$ cat src/rtl/fetch.sv
// Instruction-fetch front end: credit-limited in-order memory reads feeding a
// small instruction queue that presents one instruction per cycle to decode.
module fetch #(
  parameter int          DEPTH    = 4,
  parameter logic [31:0] RESET_PC = 32'h0000_0000
) (
  input  logic        clk,
  input  logic        reset,
  output logic        req_valid,
  input  logic        req_ready,
  output logic [31:0] req_addr,
  input  logic        rsp_valid,
  input  logic [31:0] rsp_data,
  input  logic        redirect_valid,
  input  logic [31:0] redirect_pc,
  output logic        valid_de0,
  output logic [31:0] instr_de0,
  output logic [31:0] pc_de0,
  input  logic        stall_de0
);

  localparam int AW = $clog2(DEPTH);
  localparam int CW = AW + 1;

  typedef struct packed {
    logic [31:0] pc;
    logic [31:0] instr;
  } entry_t;

  entry_t          mem [DEPTH];
  logic [31:0]     req_pc;
  logic [31:0]     rsp_pc;
  logic [CW-1:0]   outstanding;
  logic [CW-1:0]   drop_cnt;
  logic [CW-1:0]   count;
  logic [AW-1:0]   wr_ptr;
  logic [AW-1:0]   rd_ptr;
  logic [CW:0]     used;
  logic            fire;
  logic            rsp_drop;
  logic            push;
  logic            pop;
  logic [31:0]     redirect_base;
  logic            unused_pc_bits;

  assign unused_pc_bits = ^redirect_pc[1:0];
  assign redirect_base  = {redirect_pc[31:2], 2'b00};

  // Every slot is either queued, in flight, or owed a drop; never exceed DEPTH.
  assign used      = {1'b0, outstanding} + {1'b0, drop_cnt} + {1'b0, count};
  assign req_valid = reset && !redirect_valid && (used < (CW+1)'(DEPTH));
  assign req_addr  = req_pc;

  assign fire     = req_valid && req_ready;
  assign rsp_drop = rsp_valid && (drop_cnt != '0);
  assign push     = rsp_valid && (drop_cnt == '0) && !redirect_valid;
  assign pop      = valid_de0 && !stall_de0 && !redirect_valid;

  // NOTE: the storage array has no reset; the head is masked to zero when the
  // queue is empty, so decode never sees X and reset drives the outputs to 0.
  assign valid_de0 = (count != '0);
  assign instr_de0 = valid_de0 ? mem[rd_ptr].instr : '0;
  assign pc_de0    = valid_de0 ? mem[rd_ptr].pc    : '0;

  always_ff @(posedge clk) begin
    if (push) mem[wr_ptr] <= '{pc: rsp_pc, instr: rsp_data};
  end

  // NOTE: all state updates use non-blocking assignments so every counter
  // sees the same pre-edge values regardless of statement order.
  always_ff @(posedge clk or negedge reset) begin
    if (!reset) begin
      req_pc      <= RESET_PC;
      rsp_pc      <= RESET_PC;
      outstanding <= '0;
      drop_cnt    <= '0;
      count       <= '0;
      wr_ptr      <= '0;
      rd_ptr      <= '0;
    end else if (redirect_valid) begin
      // Whatever is in flight, including a response arriving now, is owed one drop.
      req_pc      <= redirect_base;
      rsp_pc      <= redirect_base;
      drop_cnt    <= drop_cnt + outstanding - CW'(rsp_valid);
      outstanding <= '0;
      count       <= '0;
      rd_ptr      <= wr_ptr;
    end else begin
      if (fire) req_pc <= req_pc + 32'd4;
      outstanding <= outstanding + CW'(fire) - CW'(push);
      drop_cnt    <= drop_cnt - CW'(rsp_drop);
      count       <= count + CW'(push) - CW'(pop);
      if (push) begin
        wr_ptr <= wr_ptr + AW'(1);
        rsp_pc <= rsp_pc + 32'd4;
      end
      if (pop) rd_ptr <= rd_ptr + AW'(1);
    end
  end

  always_ff @(posedge clk) begin
    if (reset && rsp_valid) begin
      assert (({1'b0, outstanding} + {1'b0, drop_cnt}) != '0)
        else $error("fetch: response with nothing in flight");
      assert (!(push && count == CW'(DEPTH)))
        else $error("fetch: push into full queue");
    end
  end

endmodule
$ cat config.mk
export PLATFORM = sky130hd
export DESIGN_NAME = fetch
export DESIGN_NICKNAME = d
export VERILOG_FILES = /design/src/rtl/fetch.sv
export SDC_FILE = /design/constraint.sdc
export NUM_CORES = 1
export LEC_CHECK = 0
export BUFFER_PORTS_ARGS = -buffer_cell sky130_fd_sc_hd__buf_2
export CORE_UTILIZATION = 45
export CTS_BUF_LIST = sky130_fd_sc_hd__clkbuf_2 sky130_fd_sc_hd__clkbuf_4 sky130_fd_sc_hd__clkbuf_8
export DETAILED_ROUTE_END_ITERATION = 16
export HOLD_SLACK_MARGIN = 0.02
export RECOVER_POWER = 100
export SYNTH_ARGS = -nofsm -noshare
export SYNTH_HDL_FRONTEND = slang
export SYNTH_SLANG_ARGS = --single-unit
$ cat constraint.sdc
create_clock -name clk -period 5.2 [get_ports clk]
set_clock_uncertainty 0.15 [all_clocks]
set_input_delay 0.52 -clock clk [delete_from_list [all_inputs] [get_ports clk]]
set_output_delay 0.52 -clock clk [all_outputs]
set_load 0.02 [all_outputs]
After elaboration in Yosys (flattened, before gate mapping)
Memories as Yosys holds them, arrays and structs flattened.
Cells that the tools add are included.
{"block": "classes", "n_mux": 13, "n_reduce_logical": 17, "n_lt_le_gt_ge": 1, "eq_ne": 0, "shifts": 0, "div_mod_pow": 0, "bitwise_logic": 1, "addsub": 13, "mul": 0}
{"cell": "two-way mux 32 bit", "n": 6}
{"cell": "adder 32 x 3 -> 32 bit, second input constant", "n": 2}
{"cell": "subtractor 3 x 1 -> 3 bit", "n": 4}
{"cell": "two-way mux 3 bit", "n": 3}
{"cell": "logical AND 1 bit", "n": 8}
{"cell": "adder 3 x 1 -> 3 bit", "n": 2}
{"cell": "nonzero test 2 bit", "n": 3}
{"cell": "nonzero test 3 bit", "n": 2}
{"cell": "adder 2 x 1 -> 2 bit, second input constant", "n": 2}
{"cell": "adder 3 x 3 -> 4 bit", "n": 1}
{"cell": "adder 4 x 3 -> 4 bit", "n": 1}
{"cell": "less-than comparator 4 x 3 -> 1 bit, second input constant", "n": 1}
{"cell": "two-way mux 2 bit", "n": 2}
{"cell": "adder 3 bit", "n": 1}
{"cell": "zero test 3 bit", "n": 1}
{"cell": "zero test 1 bit", "n": 2}
{"cell": "two-way mux 1 bit", "n": 2}
{"cell": "AND reduction 2 bit", "n": 1}
{"cell": "NOT 1 bit", "n": 1}
{"block": "totals", "elab_cells": 53, "n_memories": 1, "romBits": 0, "regBits": 77, "inputBits": 70, "out_inout_bits": 98, "latch_bits": 0, "ram_bits": 256}
{"name": "mem", "depth": 4, "width": 64, "rd": 1, "rd_clocked_by_memory_dff": 0, "write_ports": 1, "line": "30", "source": "entry_t mem [DEPTH];"}

Depth between registers and ports, before layout
Gate-level depths: netlist of run 1.
{"block": "depth", "depth_word": 8, "mapped_depth": 17, "ltp_nobuf": 14}

Worst setup path before layout of run 1
No wires, ideal clock.
{"block": "synth_timing", "path_type": "flip-flop to flip-flop", "from": "reg outstanding[1]", "to": "reg outstanding[2]", "setup_ns": 0.131, "path_buffers": 3, "path_stages_with_launch": 18, "arrival_ns": 3.599, "period_less_slack_ns": 3.880, "path_slack_ns": 1.320, "path_cell_list": "dfrtp_1 -> inv_1 -> fa_1 -> or2_2 -> fa_1 -> and4b_1 -> and2_1 -> buf_6 -> inv_2 -> buf_6 -> clkbuf_1 -> ha_1 -> inv_1 -> ha_1 -> inv_1 -> fa_1 -> xnor2_1 -> nor2_1"}
{"block": "synth_via", "elab_chain_cells": 8}
{"element": "from (decl)", "line": "33", "source": "logic [CW-1:0] outstanding;"}
{"element": "from (signal assigned)", "line": "90", "source": "outstanding <= outstanding + CW'(fire) - CW'(push);"}
{"element": "adder 3 x 3 -> 4 bit", "line": "50", "source": "assign used = {1'b0, outstanding} + {1'b0, drop_cnt} + {1'b0, count};"}
{"element": "adder 4 x 3 -> 4 bit", "line": "50"}
{"element": "less-than comparator 4 x 3 -> 1 bit", "line": "51", "source": "assign req_valid = reset && !redirect_valid && (used < (CW+1)'(DEPTH));"}
{"element": "logical AND 1 bit", "line": "51"}
{"element": "logical AND 1 bit", "line": "54", "source": "assign fire = req_valid && req_ready;"}
{"element": "adder 3 x 1 -> 3 bit *", "line": "90"}
{"element": "subtractor 3 x 1 -> 3 bit *", "line": "90"}
{"element": "two-way mux 3 bit *", "line": "80", "source": "end else if (redirect_valid) begin"}
Every way passes the cells marked *; elsewhere a longest branch is shown, timed or not.
A chain may end at the register's enable or synchronous reset.

Final worst setup path of run 1
{"block": "layout_timing", "from": "reg outstanding[1]", "to": "reg req_pc[13], in the netlist req_addr[13]"}
{"block": "layout_via", "elab_chain_cells": 6}
{"element": "adder 3 x 3 -> 4 bit", "line": "50"}
{"element": "adder 4 x 3 -> 4 bit", "line": "50"}
{"element": "less-than comparator 4 x 3 -> 1 bit", "line": "51"}
{"element": "logical AND 1 bit", "line": "51"}
{"element": "logical AND 1 bit", "line": "54"}
{"element": "nonzero test 2 bit (no source line)"}
{"element": "to (signal assigned)", "line": "82", "source": "req_pc <= redirect_base;"}
{"element": "to (signal assigned)", "line": "89", "source": "if (fire) req_pc <= req_pc + 32'd4;"}
{"element": "to (decl)", "line": "31", "source": "logic [31:0] req_pc;"}
Every way passes these cells.

==> results.ini, run 1 <==
[timing]
hold_violations = 0
period_minus_slack_ps = 4440
rsz0062_at_grt = no
drv_slew = 66
finalSetupViolCount = 0
slew_headroom = -0.130
tns_ps = 0
fin_crit_sh = 0.854
max_freq_ghz = 0.225
worstMarginPinSlew_ps = 1690

[floorplanning]
rows = 63
die_x_um = 177
die-area_um2 = 31300
chipHeight_um = 177
coreArea_um2 = 29900
pin_count = 168
start_util = 0.461

[setup_path]
critical_path_class = reg -> reg
crit_required_ps = 5500
critPathMostFrequentCell = fa_1
worstPathArrival_ps = 4750
start_kind = register
cp_max_fo = 28
end_kind = register
rrSetupSlack_ps = 760
slowest_delay_ps = 820
path_buf_inv = 3
critPathTopFamily = simple AND/OR/NAND/NOR gates
worstPathCellList = inv_1 -> fa_1 -> or2_2 -> fa_1 -> and4b_1 -> and2_0 -> inv_2 -> buf_4 -> or4_1 -> o311ai_0
slowest_stage = and2_0

[flow_run]
max-cap-violations = 2

[power]
share_seq_of_total_power = 0.428
p_int_mw = 5.08
p_comb_frac = 0.270
power_frac_clock = 0.303
p_leak_nw = 5.66
ir_worst_vdd_mv = 0.270
power_density_nw_per_um2 = 458
swShare = 0.318
switchingPower_mw = 2.37

[place]
port_buffers = 161
gp_congestion = 0.884
dp_hpwl_mm = 18.3

[synth]
yosysWarnings = 0
netlist_area_um2 = 13800
syn_area_per_cell_um2 = 15.7
async_flop_share = 0.227
synth_edf_count = 248
netlist_instances = 876
ys_ff_latch = 321
synth_cell_types = 49
synth_ff_type = edfxtp_1
ys_seq_area_frac = 0.674

[final_layout]
mostFrequentLayoutCells = 248 x edfxtp_1, 129 x clkbuf_1, 72 x dfrtp_1
post-route-util = 0.545
drive_above_1_share = 0.192
diodes = 0
final_common_cell = edfxtp_1
nNetsFinal = 1198
syn_to_final_growth_pct = 18.3

[global_route]
grt_pass1_wl_mm = 46.7
grt_max_degree = 65
grt_pass1_vias = 8508
antenna_found_initial = 0
overflow = 0
grt_use_total = 0.195

[status]
status = finished with violations
violations = capacitance limit, slew limit

[clocking]
htreeDepth = 2
clk_path_buf_depth = 3
clk_latency_ps = 580
numCtsBuffers = 54
cts_setup_buffers = 0
clk_pin_slew_ps = 60
clock_sinks = 321
cts_tree = done
root_buffer = clkbuf_8

[worst_hold_path]
hp-class = in -> reg

[drt]
drt-vias-per-instance = 5.40
via_count = 8298
finalWirelength_mm = 29.4
wire_per_inst_um = 19.1
drtIter0Drc = 566
antenna_left = 0
route.detailed.drc = 0
firstDrtPassIters = 4

[worst paths after layout]
path                                  from      endpoint  depth (start not counted)
hold reg to reg               req_addr[19]  req_addr[19]                          1
setup reg to reg            outstanding[1]  req_addr[13]                         10
hold / removal             redirect_pc[21]  req_addr[21]                          3
min in group asynchronous            reset    rsp_pc[31]                          2
max in group asynchronous            reset    rsp_pc[16]                          3
setup / recovery            outstanding[1]  req_addr[13]                         10
[cell families (layout without fill, tap and decap cells)]
logic type / count (synthesis) / in the layout / synth area share
compound gates: 86 / 86 / 0.0377
xor+xnor: 43 / 43 / 0.0274
fa+ha+maj: 23 / 23 / 0.0242
buf+inv: 71 / 340 / 0.0229
flops: 321 / 321 / 0.674
mux: 73 / 73 / 0.110
other cells: 1 / 4 / 0.000272
simple gates: 258 / 258 / 0.104
[synthesized netlist by cell type (2+ instances only)]
cell	number	area share
o211ai_1	10	0.0055
nor3_1	13	0.0047
o21ai_0	39	0.014
nor4_1	5	0.0023
o311ai_0	5	0.0032
mux4_2	62	0.10
or4_1	3	0.0016
xor2_1	19	0.012
xnor2_1	24	0.015
buf_2	9	0.0033
a31oi_1	11	0.0050
fa_1	6	0.0087
inv_2	2	0.00055
and2_1	6	0.0027
nor2b_1	66	0.030
or3_1	5	0.0023
nand2_1	48	0.013
nor2_1	27	0.0074
a22oi_1	2	0.0011
edfxtp_1	248	0.54
nand3b_1	3	0.0016
mux2_2	10	0.0082
inv_1	22	0.0060
and4_1	5	0.0032
ha_1	17	0.015
and3_1	20	0.0091
a31o_2	2	0.0013
clkbuf_1	30	0.0082
a21oi_1	11	0.0040
dfrtp_1	73	0.13
buf_4	4	0.0022
buf_6	3	0.0025
nand3_1	26	0.0095
nand4_1	23	0.010
nand2b_1	2	0.00091
a21boi_0	2	0.0011
[cell type report]
type / instances / area (um^2)
Fill cell: 2546 / 13600
Inverter: 24 / 90.1
Multi-Input combinational cell: 487 / 4180
Timing Repair Buffer: 217 / 1140
Clock buffer: 81 / 958
Sequential cell: 321 / 9280
Tap cell: 390 / 488
Clock inverter: 18 / 149
[repair_timing]
action / CTS / global route
gates resized for setup: 0 / 0
hold buffers: 39 / 0
hold endpoints to repair: 156 / 0
[registers in the layout, indices dropped and copies added, names as in the netlist]
signal       cells
outstanding      3
wr_ptr           2
drop_cnt         3
count            3
mem            248
req_addr        30
rd_ptr           2
rsp_pc          30
[worst min-delay path, stage by stage]
cell and delay (ps):
buf_2 90, nand2_1 70, nand3_1 70
[layer usage]
layer | routed length (um) | vias to the layer above | track usage
met3 | 1750 | 45 | 0.0350
met4 | 575 | 0 | 0.0596
met2 | 13700 | 293 | 0.309
met5 | 0 | - | 0
li1 | - | 3816 | -
met1 | 13400 | 4144 | 0.275
[through the flow]
step | setup WS, ps | total power [mW] | std cells | hold slack, ps | instance area, um^2
finish | 759 | 7.46 | 1538 | 50.3 | 16300
global route | 417 | 7.88 | 1538 | 53.9 | 16300
CTS | 1060 | 7.64 | 1538 | 23.7 | 16500
detailed placement | 1060 | 5.34 | 1400 | 279 | 15000
global placement | 1130 | 5.32 | 1400 | 282 | 15000
floorplan | 1320 | 4.69 | 879 | 74.4 | 13800
[power by group through the flow]
| stage | registers (mW) | logic, mW | clock network [mW] |
|---|---|---|---|
| floorplan | 3.15 | 1.53 | 0 |
| global placement | 3.24 | 2.08 | 0 |
| detailed placement | 3.25 | 2.09 | 0 |
| CTS | 3.20 | 2.12 | 2.32 |
| global route | 3.23 | 2.22 | 2.44 |
| finish | 3.19 | 2.01 | 2.26 |
Power figures use the tool's default switching activity.
==> inputs of run 2 (changes only) <==
--- a/config.mk
+++ b/config.mk
@@ -10,6 +10,7 @@
 export CTS_BUF_LIST = sky130_fd_sc_hd__clkbuf_2 sky130_fd_sc_hd__clkbuf_4 sky130_fd_sc_hd__clkbuf_8
 export DETAILED_ROUTE_END_ITERATION = 16
 export HOLD_SLACK_MARGIN = 0.02
+export PLACE_DENSITY = 0.75
 export RECOVER_POWER = 100
 export SYNTH_ARGS = -nofsm -noshare
 export SYNTH_HDL_FRONTEND = slang
==> run 2 against run 1 <==
  * The flow still finishes with violations (capacitance limit, slew limit)
  * Global-route usage down 0.81 points
  * Final cell count down 0.78%
  * Total power down 2.2%
==> results.ini, run 2 (same netlist as run 1, synthesis figures left out) <==
[status]
status = finished with violations
violations = capacitance limit, slew limit

[place]
gp_congestion = 0.933  ; +5.5%
dp_hpwl_mm = 18.1  ; -1.3%
place_area_um2 = 15000  ; -0.13%
port_buffers = 161  ; unchanged
dp_cells = 1401  ; +0.071%

[global_route]
grt_pass1_wl_mm = 45.1  ; -3.5%
grt_pass1_vias = 8283  ; -2.6%
overflow = 0  ; unchanged
grt_max_degree = 75  ; +15%
grt_use_total = 0.187  ; -0.00814
antenna_found_initial = 0  ; unchanged

[clocking]
htreeDepth = 2  ; unchanged
clk_path_buf_depth = 3  ; unchanged
cts_setup_buffers = 0  ; unchanged
numCtsBuffers = 50  ; -7.4%
clock_sinks = 321  ; unchanged
cts_tree = done
clk_pin_slew_ps = 60  ; about the same
clk_latency_ps = 570  ; about the same
ctsResizeCount = 0  ; unchanged
root_buffer = clkbuf_8

[power]
swShare = 0.322  ; +0.00406
p_comb_frac = 0.268  ; -0.002
share_seq_of_total_power = 0.445  ; +0.017
ir_worst_vdd_mv = 0.245  ; -9.0%
p_leak_nw = 5.56  ; -1.7%
power_frac_clock = 0.287  ; -0.016
switchingPower_mw = 2.35  ; -0.91%
p_int_mw = 4.95  ; -2.7%
power_density_nw_per_um2 = 453  ; -1.2%

[setup_path]
regToRegStartpoint = outstanding[1]
slowest_delay_ps = 1400  ; +580 ps
crit_required_ps = 5190  ; -310 ps
reg2reg_depth = 14  ; +4
r2r_end = outstanding[2]
cp-endpoint = mem[2][3]
slowest_stage = clkbuf_1
cp_max_fo = 41  ; +46%
critical_path_class = in -> reg
start_kind = primary input
startpoint = redirect_valid
worstPathCellList = clkbuf_1 -> clkbuf_1 -> inv_1 -> and3_1 -> clkbuf_1
rrSetupSlack_ps = 840  ; +80 ps
worstPathArrival_ps = 4340  ; -410 ps
critPathMostFrequentCell = clkbuf_1
end_kind = register

[drt]
route.detailed.drc = 0  ; unchanged
drt-vias-per-instance = 5.45  ; +0.98%
wire_per_inst_um = 18.9  ; -1.4%
antenna_left = 0  ; unchanged
via_count = 8314  ; +0.19%
drtIter0Drc = 475  ; -16%
firstDrtPassIters = 5  ; +1
finalWirelength_mm = 28.8  ; -2.2%

[timing]
fin_crit_sh = 0.838  ; -0.0161
hold_violations = 0  ; unchanged
worstMarginPinSlew_ps = 1840  ; +149 ps
slew_headroom = -0.229  ; -0.0991
period_minus_slack_ps = 4360  ; -83.5 ps
rsz0062_at_grt = no
tns_ps = 0  ; unchanged
finalSetupViolCount = 0  ; unchanged
drv_slew = 120  ; +82%
max_freq_ghz = 0.229  ; +1.9%

[floorplanning]
die-area_um2 = 31300  ; unchanged
die_x_um = 177  ; unchanged
rows = 63  ; unchanged
pin_count = 168  ; unchanged
coreArea_um2 = 29900  ; unchanged
chipHeight_um = 177  ; unchanged
start_util = 0.461  ; unchanged

[worst_hold_path]
hp-class = in -> reg
min_from = redirect_pc[22]

[final_layout]
drive_above_1_share = 0.180  ; -0.0121
max_flop_register = mem
mostFrequentLayoutCells = 248 x edfxtp_1, 133 x clkbuf_1, 71 x dfrtp_1
post-route-util = 0.540  ; -0.00519
largest_register_ff_count = 248  ; unchanged
nNetsFinal = 1190  ; -0.67%
finalInstanceArea_um2 = 16100  ; -0.95%
diodes = 0  ; unchanged
final_common_cell = edfxtp_1
syn_to_final_growth_pct = 17.1
finalNonFillerCells = 1526  ; -0.78%

[flow_run]
max-cap-violations = 3  ; +1

[run 2: area by class of cell]
cell class | count | area [um^2]
tap | 390 | 488
clock buffer | 68 | 842
multi-input combinational | 487 | 4190
clock inverter | 23 | 156
timing repair buffer | 213 | 1090
inverter | 24 | 90.1
sequential | 321 | 9280
fill | 2488 | 13700
[run 2: worst min path at each step]
stage              endpoint  slack, ps  cells after the start
2_1_floorplan      count[0]         70                      0
3_3_place_gp      rd_ptr[1]        370                      2
3_5_place_dp      rd_ptr[1]        380                      2
4_1_cts        req_addr[14]         20                      2
5_1_grt        req_addr[12]         40                      2
6_report       req_addr[22]         70                      3
[run 2: metal layers]
metal  track usage  vias up  part of all wire
met3        0.0341       39             0.075
met2         0.298      346              0.46
met4        0.0485        0             0.015
li1              -     3793                 -
met5             0        -                 0
met1         0.265     4136              0.45
[run 2: critical path: cells and delay by family]
family / cells / cell delay [ps]
buffers and inverters: 4 / 3010
and+or+nand+nor: 1 / 780
[run 2: through the flow]
stage | worst slack, ps | hold WS, ps | total power, mW
6_report | 842 | 68.2 | 7.30
5_1_grt | 494 | 36.1 | 7.69
3_3_place_gp | 1150 | 372 | 5.30
3_5_place_dp | 1080 | 382 | 5.34
2_1_floorplan | 1320 | 74.4 | 4.69
4_1_cts | 1080 | 24.1 | 7.47
[run 2: power by group through the flow]
| stage | clock network, mW | registers [mW] | logic [mW] |
|---|---|---|---|
| floorplan | 0 | 3.15 | 1.53 |
| global placement | 0 | 3.29 | 2.00 |
| detailed placement | 0 | 3.30 | 2.03 |
| CTS | 2.15 | 3.26 | 2.06 |
| global route | 2.25 | 3.29 | 2.15 |
| finish | 2.10 | 3.25 | 1.96 |
[run 2: repair_timing]
action / CTS / global route
endpoints found under the hold margin: 131 / 0
endpoints found under the setup margin: 0 / 0
hold buffers: 34 / 0
